File: src/rtl/ap_handshake_perf_monitor.sv
// Per-channel HLS ap_* handshake tracker with saturating perf counters; readback is 1-cycle registered.
// Purely observational: never drives or backpressures the monitored handshakes; finish freezes all counting.
module ap_handshake_perf_monitor #(
    parameter int NUM_CH = 4,
    parameter int CNT_W  = 32,
    parameter int CH_W   = 5
) (
    input  logic              clock,
    input  logic              reset,
    input  logic [NUM_CH-1:0] ap_start,
    input  logic [NUM_CH-1:0] ap_ready,
    input  logic [NUM_CH-1:0] ap_done,
    input  logic [NUM_CH-1:0] ap_continue,
    input  logic              clear,
    input  logic              finish,
    input  logic [CH_W-1:0]   rd_ch,
    input  logic [2:0]        rd_sel,
    output logic [CNT_W-1:0]  rd_data,
    output logic              rd_err,
    output logic              any_busy
);

    typedef enum logic [1:0] {
        S_IDLE = 2'd0,
        S_BUSY = 2'd1,
        S_WAIT = 2'd2
    } state_t;

    localparam logic [CNT_W-1:0] ONES = '1;
    localparam logic [CNT_W-1:0] ONE  = CNT_W'(1);

    // MSB flags an attempted increment past all-ones; the value itself sticks at all-ones.
    function automatic logic [CNT_W:0] f_inc(input logic [CNT_W-1:0] v);
        f_inc = (v == ONES) ? {1'b1, ONES} : {1'b0, v + ONE};
    endfunction

    logic [CNT_W-1:0]  w_fld [NUM_CH][8];
    logic [NUM_CH-1:0] w_busy_vec;
    logic [CNT_W-1:0]  w_rd_data;
    logic              w_rd_err;
    logic              w_unused;

    // ap_ready is observed only; it never gates a start.
    assign w_unused = ^ap_ready;

    for (genvar g = 0; g < NUM_CH; g++) begin : g_ch
        state_t           r_state, w_next;
        logic [CNT_W-1:0] r_start, r_done, r_busy, r_last, r_max, r_min, r_stall, r_lat;
        logic             r_sat;
        logic             w_start, w_rec, w_lat_set, w_lat_inc, w_busy_inc, w_stall_inc, w_ovf;
        logic [CNT_W:0]   w_s, w_d, w_b, w_st, w_l;
        logic [CNT_W-1:0] w_lat_val;
        logic             w_lat_ovf;

        assign w_s  = f_inc(r_start);
        assign w_d  = f_inc(r_done);
        assign w_b  = f_inc(r_busy);
        assign w_st = f_inc(r_stall);
        assign w_l  = f_inc(r_lat);

        assign w_busy_inc  = (r_state != S_IDLE);
        assign w_stall_inc = (r_state == S_WAIT);
        // A same-cycle start/done/continue in IDLE is a one-cycle transaction.
        assign w_lat_val   = (r_state == S_IDLE) ? ONE : w_l[CNT_W-1:0];
        assign w_lat_ovf   = (r_state != S_IDLE) & w_l[CNT_W];

        always_comb begin
            w_next    = r_state;
            w_start   = 1'b0;
            w_rec     = 1'b0;
            w_lat_set = 1'b0;
            w_lat_inc = 1'b0;
            case (r_state)
                S_IDLE: begin
                    if (ap_start[g]) begin
                        w_start = 1'b1;
                        if (ap_done[g] && ap_continue[g]) begin
                            w_rec = 1'b1;
                        end else begin
                            w_lat_set = 1'b1;
                            w_next    = ap_done[g] ? S_WAIT : S_BUSY;
                        end
                    end
                end
                S_BUSY: begin
                    if (ap_done[g] && ap_continue[g]) begin
                        w_rec  = 1'b1;
                        w_next = S_IDLE;
                    end else begin
                        w_lat_inc = 1'b1;
                        if (ap_done[g]) w_next = S_WAIT;
                    end
                end
                S_WAIT: begin
                    if (ap_continue[g]) begin
                        w_rec  = 1'b1;
                        w_next = S_IDLE;
                    end else begin
                        w_lat_inc = 1'b1;
                    end
                end
                default: w_next = S_IDLE;
            endcase
        end

        assign w_ovf = (w_start & w_s[CNT_W]) | (w_rec & w_d[CNT_W]) | (w_busy_inc & w_b[CNT_W])
                     | (w_stall_inc & w_st[CNT_W]) | (w_lat_inc & w_l[CNT_W]) | (w_rec & w_lat_ovf);

        always_ff @(posedge clock) begin
            if (reset || clear) begin
                r_state <= S_IDLE;
                r_start <= '0;
                r_done  <= '0;
                r_busy  <= '0;
                r_last  <= '0;
                r_max   <= '0;
                r_min   <= ONES;
                r_stall <= '0;
                r_lat   <= '0;
                r_sat   <= 1'b0;
            end else if (!finish) begin
                r_state <= w_next;
                r_sat   <= r_sat | w_ovf;
                if (w_start)     r_start <= w_s[CNT_W-1:0];
                if (w_busy_inc)  r_busy  <= w_b[CNT_W-1:0];
                if (w_stall_inc) r_stall <= w_st[CNT_W-1:0];
                if (w_lat_set)   r_lat   <= ONE;
                else if (w_lat_inc) r_lat <= w_l[CNT_W-1:0];
                if (w_rec) begin
                    r_done <= w_d[CNT_W-1:0];
                    r_last <= w_lat_val;
                    if (w_lat_val > r_max) r_max <= w_lat_val;
                    if (w_lat_val < r_min) r_min <= w_lat_val;
                end
            end
        end

        assign w_busy_vec[g] = (r_state != S_IDLE);
        assign w_fld[g][0]   = r_start;
        assign w_fld[g][1]   = r_done;
        assign w_fld[g][2]   = r_busy;
        assign w_fld[g][3]   = r_last;
        assign w_fld[g][4]   = r_max;
        assign w_fld[g][5]   = r_min;
        assign w_fld[g][6]   = r_stall;
        assign w_fld[g][7]   = {{(CNT_W-3){1'b0}}, r_sat, r_state};
    end

    always_comb begin
        w_rd_data = '0;
        w_rd_err  = 1'b1;
        for (int c = 0; c < NUM_CH; c++) begin
            if (rd_ch == CH_W'(c)) begin
                w_rd_data = w_fld[c][rd_sel];
                w_rd_err  = 1'b0;
            end
        end
    end

    always_ff @(posedge clock) begin
        if (reset || clear) begin
            rd_data  <= '0;
            rd_err   <= 1'b0;
            any_busy <= 1'b0;
        end else begin
            rd_data  <= w_rd_data;
            rd_err   <= w_rd_err;
            any_busy <= |w_busy_vec;
        end
    end

endmodule

File: config.mk
export PLATFORM = sky130hd
export DESIGN_NAME = ap_handshake_perf_monitor
export DESIGN_NICKNAME = d
export VERILOG_FILES = /design/src/rtl/ap_handshake_perf_monitor.sv
export SDC_FILE = /design/constraint.sdc
export NUM_CORES = 2
export LEC_CHECK = 0
export BUFFER_PORTS_ARGS = -buffer_cell sky130_fd_sc_hd__buf_2
export CAP_MARGIN = 5
export CORE_ASPECT_RATIO = 0.6
export CORE_MARGIN = 1.5
export CORE_UTILIZATION = 48
export DETAILED_ROUTE_END_ITERATION = 6
export SLEW_MARGIN = 25
export SYNTH_ARGS = -nofsm -noshare
export SYNTH_HDL_FRONTEND = slang
export SYNTH_SLANG_ARGS = --single-unit
File: constraint.sdc
create_clock -name clock -period 7.45 [get_ports clock]
set_clock_uncertainty 0.1 [all_clocks]
set_input_delay 0.745 -clock clock [delete_from_list [all_inputs] [get_ports clock]]
set_output_delay 0.745 -clock clock [all_outputs]
set_load 0.05 [all_outputs]
* Word-level counts from Yosys, hierarchy flattened *
Cells that the tools add are included.

word-level totals
  register bits = 1070
  word-level logic and storage cells = 346

cells by class
  $add $sub $neg = 20
  magnitude comparators = 9
  eq/ne operators = 47
  multiplexer cells = 121
  bitwise operators = 54
  reductions and logical operators = 52

operator list
  operator                 count
  $mux W32                 24
  $mux W33                 20
  $add A32 B1 Y32 const B  20
  $eq A32 B32 Y1 const B   20
  $bmux W32 S3             4
  $gt A32 B32 Y1           4
  $lt A32 B32 Y1           4
  $mux W2                  24
  $reduce_and A2 Y1        20
  $mux W1                  37
  $and A1 B1 Y1            28
  $ne A2 B2 Y1 const B     12
  $or A1 B1 Y1             24
  $pmux W2 S3              4
  $reduce_and A3 Y1        8
  $reduce_and A5 Y1        4
  $reduce_bool A2 Y1       8
  $ne A3 B3 Y1 const B     4
  $pmux W1 S3              4
  $eq A5 B2 Y1 const B     2
  $eq A2 B1 Y1 const B     4
  $eq A2 B2 Y1 const B     4
  $logic_not A2 Y1         4
  $pmux W1 S2              4
  other kinds (8)          12

* Depth between registers and ports, before layout *
  word-level depth = 11
  mapped depth = 19
  mapped depth without buffers = 16

* Least setup slack after synthesis *
No wires, ideal clock.

  path type = reg-to-reg
  start = register g_ch[0].r_lat[13]
  end = register g_ch[0].r_max[17]
  library setup time = 0.117 ns
  data arrival time = 4.469 ns
  setup slack = 2.763 ns
  stages on the path, launching flop included = 20
  buffers on the path = 4
  cell sequence = dfxtp_1 buf_2 nand4_1 or4_1 buf_2 nor4_4 and2_1 buf_2 nand3_1 a221oi_2 ha_1 nand4_1 nor4_1 nand2_1 nor4_1 o22ai_1 o211ai_1 clkbuf_1 nand2_1 a32o_1

between the ends
  cells in the longest elaborated chain, start to end = 5

ends and longest elaborated chain
  element                                            RTL line  RTL
  start: declaration                                 48        logic [CNT_W-1:0] r_start, r_done, r_busy, r_last, r_max, r_min, r_stall, r_lat;
  start signal: assignment                           128       else if (w_lat_inc) r_lat <= w_l[CNT_W-1:0];
  $add A32 B1 Y32 or $eq A32 B32 Y1 (tied branches)  34        f_inc = (v == ONES) ? {1'b1, ONES} : {1'b0, v + ONE};
  $mux W33 (*)                                       34
  $mux W32 (*)                                       64        assign w_lat_val = (r_state == S_IDLE) ? ONE : w_l[CNT_W-1:0];
  net g_ch[0].w_lat_val[29]                          52        logic [CNT_W-1:0] w_lat_val;
  $gt A32 B32 Y1 (*)                                 132       if (w_lat_val > r_max) r_max <= w_lat_val;
  $reduce_and A3 Y1 (no source line) (*)             --
  end signal: assignment                             132
  end: declaration                                   48

The timed path passes the listed nets; every way through them passes the cells marked *.
A chain may end at the register's enable or synchronous reset.

* Worst setup path in the final report *
  start = register g_ch[0].r_lat[13]
  end = register g_ch[0].r_max[13]

The elaborated chain is that of the path after synthesis.

==> run summary <==
========================================================================================
Result of the run ......................................................... complete, but fails checks
Violations in the final reports ...........................................          DRC
CP delay by family, top ................................................... compound AO/OA/AOI/OAI gates
Global-route wire length before repair ....................................    318000 µm
Cell variety after synth ..................................................           98
Share of synthesized cell area in and, or, nand and nor gates .............        20.7%
Root Buffer Master ........................................................ sky130_fd_sc_hd__clkbuf_16
Most area-hungry cell type in the Yosys netlist ........................... sky130_fd_sc_hd__dfxtp_1
Share of post-route cells with drive strength above 1 .....................        8.21%
Compound-cell area share of the yosys netlist .............................        17.7%
Post-detailed-placement half-perimeter wirelength .........................    147000 µm
Commonest non-fill, non-tap cells in the layout ........................... 1070 x sky130_fd_sc_hd__dfxtp_1, 921 x sky130_fd_sc_hd__a21oi_1, 784 x sky130_fd_sc_hd__nand2_1
List of cells traversed by the critical path .............................. nand4_1 > or4_1 > nor2_1 > nand3_1 > buf_4 > a21oi_1 > ha_1 > a21oi_1 > nand2_1 > a2111oi_0 > a2111oi_0 > o311ai_1 > o211a_2 > buf_4 > o21ai_0 > a21oi_1
Area of all sequential standard cells .....................................    21400 µm²
Min Tclk post-route .......................................................      6.43 ns
Initial antenna violation count ...........................................            3
Setup-failing EPs final ...................................................            0
R2r worst-path depth ......................................................           16
Cell with the largest stage delay on the worst path ....................... sky130_fd_sc_hd__or4_1
Source-to-sink clock delay at the later pin of the worst-skew pair ........      0.73 ns
Portion of the clock cycle consumed by the worst path in the final layout .        86.4%
Pwr Total .................................................................     0.0122 W
Overall global routing resource usage .....................................        30.5%
Top flip-flop cell by instance count after synthesis ...................... sky130_fd_sc_hd__dfxtp_1
Total Nets Final ..........................................................         7701
Core Region ...............................................................   129000 µm²
Horizontal die dimension ..................................................       468 µm
Per-instance average area after synthesis .................................     8.18 µm²
Number of nets in the synthesized netlist .................................         7926
Post-synthesis instance area ..............................................    62400 µm²
Crit. End Element .........................................................    flip-flop
Vias ......................................................................        57500
Delay contributed by the slowest stage of the critical path ...............      0.77 ns
Worst R2R Start ........................................................... g_ch[0].r_lat[13]$_SDFFE_PP0P_
Via count normalized by instance count ....................................         6.25
Layout overhead on the synthesized area ...................................        8.48%
# placed instances ........................................................         9009
Total count of hold-check failures in the final report ....................            0
Flops & latches, synth ....................................................         1070
Total of cells resized after clock tree synthesis .........................            0
Worst ir drop on vdd ......................................................     0.172 mV
Maximum root-to-sink buffer count .........................................            3
Worst-margin pin slew .....................................................      1.12 ns
Most frequent standard cell in the layout excluding fill and tap cells .... sky130_fd_sc_hd__dfxtp_1
Number of flops mapped to enable cells by yosys ...........................            0
Routed Wire Length ........................................................    208000 µm
DIE HEIGHT ................................................................       282 µm
Summed negative setup slack over all endpoints ............................         0 ns
Row count .................................................................          102
Startpoint of the tightest hold check path ................................   ap_done[1]
Max cap viols .............................................................            0
Routed length per placed instance .........................................      22.6 µm
Unrepaired setup endpoints after global routing ...........................           no
Pwr Density ...............................................................   180 nW/µm²
Clock tree from TritonCTS .................................................         done
I/O pins ..................................................................           62
Maximum number of pins on one net before global-route repair ..............          199
Aggregate global routing overflow .........................................            0
Share of the synthesized area in the top cell type ........................        34.3%
Start point of the critical path .......................................... g_ch[0].r_lat[13]$_SDFFE_PP0P_
Worst Path Buf+Inv ........................................................            2
Clock-pin transition on the worst setup and hold timing paths .............      0.07 ns
Initial core utilization ..................................................        48.4%
Fraction of the mapped netlist area in adder cells ........................        5.51%
Iteration-0 DRC Markers ...................................................         6505
Hold path cells ...........................................................            3
Hold-fix buffer count after cts ...........................................            0
Library cell appearing most often on the critical path .................... sky130_fd_sc_hd__a21oi_1
Setup repair bufs after CTS ...............................................            0
Core occupancy in the finished layout .....................................        52.5%
DRC errors left ...........................................................            2
Post-synthesis async set-or-reset flop share ..............................           0%
Part of the Yosys area used for sequential elements .......................        34.3%
Slew margin rel. ..........................................................        25.1%
Post-layout instance count excluding filler cells .........................         9206
Largest family of logic cells by synthesized area ......................... simple AND/OR/NAND/NOR gates
Critical path type ........................................................ flip-flop to flip-flop
Filler Cells Inserted .....................................................        12200
Xor and xnor area share after synthesis ...................................        7.19%
Total number of yosys warnings ............................................            0
Number of iterations in the first detailed-routing pass ...................            7
Final Cell Area ...........................................................    67600 µm²
Maximum clock rate ........................................................      155 MHz
Total die area ............................................................   132000 µm²
Number of global-route vias before repair .................................        52400
Port bufs .................................................................           57
Reg2reg setup slack .......................................................      1.02 ns
Largest fanout of any net on the critical path ............................           18
Static leakage power ......................................................      24.2 nW
Sort of element at the start of the critical path .........................    flip-flop
Data required time of the critical path ...................................      7.99 ns
Worst hold path class ..................................................... input pin to flip-flop
Pins over their slew limit ................................................            0
Area of the multi-input gates .............................................    37900 µm²
Post-synthesis cell count .................................................         7626
Post-place instance area ..................................................    64000 µm²
Deepest level of the CTS H-tree ...........................................            3
Total clock sinks .........................................................         1070
Worst R2R End ............................................................. g_ch[0].r_max[13]$_SDFFE_PP0P_
Residual antenna-violating net count after detailed routing ...............            0
Share of synthesized area spent on multiplexers ...........................        9.38%
Largest cells by area after synthesis ..................................... sky130_fd_sc_hd__dfxtp_1 34%, sky130_fd_sc_hd__a21oi_1 7.4%, sky130_fd_sc_hd__ha_1 5.5%
Arrival @ worst endpoint ..................................................      6.97 ns
Sink of the worst hold path ............................................... g_ch[1].r_state[0]$_SDFFE_PP0P_
Total CTS buffers .........................................................          106
Global placer's final weighted congestion .................................        0.935
========================================================================================
power by group:
group	leakage, nW	total (W)	switching [W]	internal [W]
Clock	1.78	0.00572	0.00250	0.00321
Combinational	13.8	0.000705	0.000521	0.000184
Sequential	8.63	0.00576	0.0000169	0.00574
cell usage after synthesis, types with 82 or more instances:
cell type                  instances
sky130_fd_sc_hd__nand3_1         445
sky130_fd_sc_hd__and3_1           96
sky130_fd_sc_hd__dfxtp_1        1070
sky130_fd_sc_hd__a31oi_1         101
sky130_fd_sc_hd__ha_1            272
sky130_fd_sc_hd__inv_1           330
sky130_fd_sc_hd__o211ai_1        102
sky130_fd_sc_hd__clkbuf_1        424
sky130_fd_sc_hd__xnor2_1         199
sky130_fd_sc_hd__a21oi_1         925
sky130_fd_sc_hd__nand4_1         284
sky130_fd_sc_hd__o21ai_0         360
sky130_fd_sc_hd__mux4_2          140
sky130_fd_sc_hd__nor4_1           82
sky130_fd_sc_hd__mux2i_1         266
sky130_fd_sc_hd__nor2_1          478
sky130_fd_sc_hd__nor3_1          175
sky130_fd_sc_hd__nand2_1         794
sky130_fd_sc_hd__xor2_1          313
per-stage QoR:
step / hold slack (ns) / setup WS (ns)
floorplan: 0.322 / 2.76
global placement: 0.333 / 1.36
detailed placement: 0.337 / 1.18
CTS: 0.232 / 1.14
global route: 0.299 / 0.556
finish: 0.300 / 1.02
final cells by class:
| class | instances | share of cell area [%] |
|---|---|---|
| Timing Repair Buffer | 176 | 1.97 |
| Inverter | 332 | 1.84 |
| Tap cell | 1716 | 3.17 |
| Sequential cell | 1070 | 31.7 |
| Multi-Input combinational cell | 5715 | 56.0 |
| Antenna cell | 1 | 0.00370 |
| Clock inverter | 39 | 0.590 |
| Clock buffer | 157 | 4.73 |
tightest hold or removal path: stages:
cell,delay [ns]
sky130_fd_sc_hd__buf_2,0.14
sky130_fd_sc_hd__nand3b_1,0.13
sky130_fd_sc_hd__a21oi_1,0.06
state kept, by name, indices dropped and copies added (netlist names):
register,cells
any_busy,1
rd_data,32
g_ch.r_stall,128
g_ch.r_done,128
g_ch.r_start,128
g_ch.r_busy,128
g_ch.r_max,128
g_ch.r_sat,4
g_ch.r_last,128
g_ch.r_min,128
g_ch.r_lat,128
rd_err,1
g_ch.r_state,8
cell families (layout without fill, tap and decap cells):
family / count (synthesis) / in the layout
XOR/XNOR: 512 / 512
AO/OA/AOI/OAI: 1886 / 1886
flip-flops: 1070 / 1070
other: 0 / 1
buffers and inverters: 841 / 704
AND/OR/NAND/NOR: 2633 / 2633
adder cells (fa/ha/maj): 275 / 275
multiplexers: 409 / 409
worst max path at each step:
| stage | end | slack, ns | cells after the start |
|---|---|---|---|
| after floorplan | g_ch[0].r_max[17]$_SDFFE_PP0P_ | 2.76 | 19 |
| after CTS | g_ch[0].r_max[6]$_SDFFE_PP0P_ | 1.14 | 16 |
| after detailed placement | g_ch[0].r_max[7]$_SDFFE_PP0P_ | 1.18 | 16 |
| final | g_ch[0].r_max[13]$_SDFFE_PP0P_ | 1.02 | 16 |
| after global routing | g_ch[0].r_max[12]$_SDFFE_PP0P_ | 0.56 | 16 |
| after global placement | g_ch[0].r_max[7]$_SDFFE_PP0P_ | 1.36 | 16 |
routing by layer:
layer	routed length, µm	global-route usage, %
met1	98900	47.0
met4	4090	6.70
met2	84600	42.5
met5	26	0
met3	20000	7.03
Note: power is estimated with default switching activity, not from simulation.
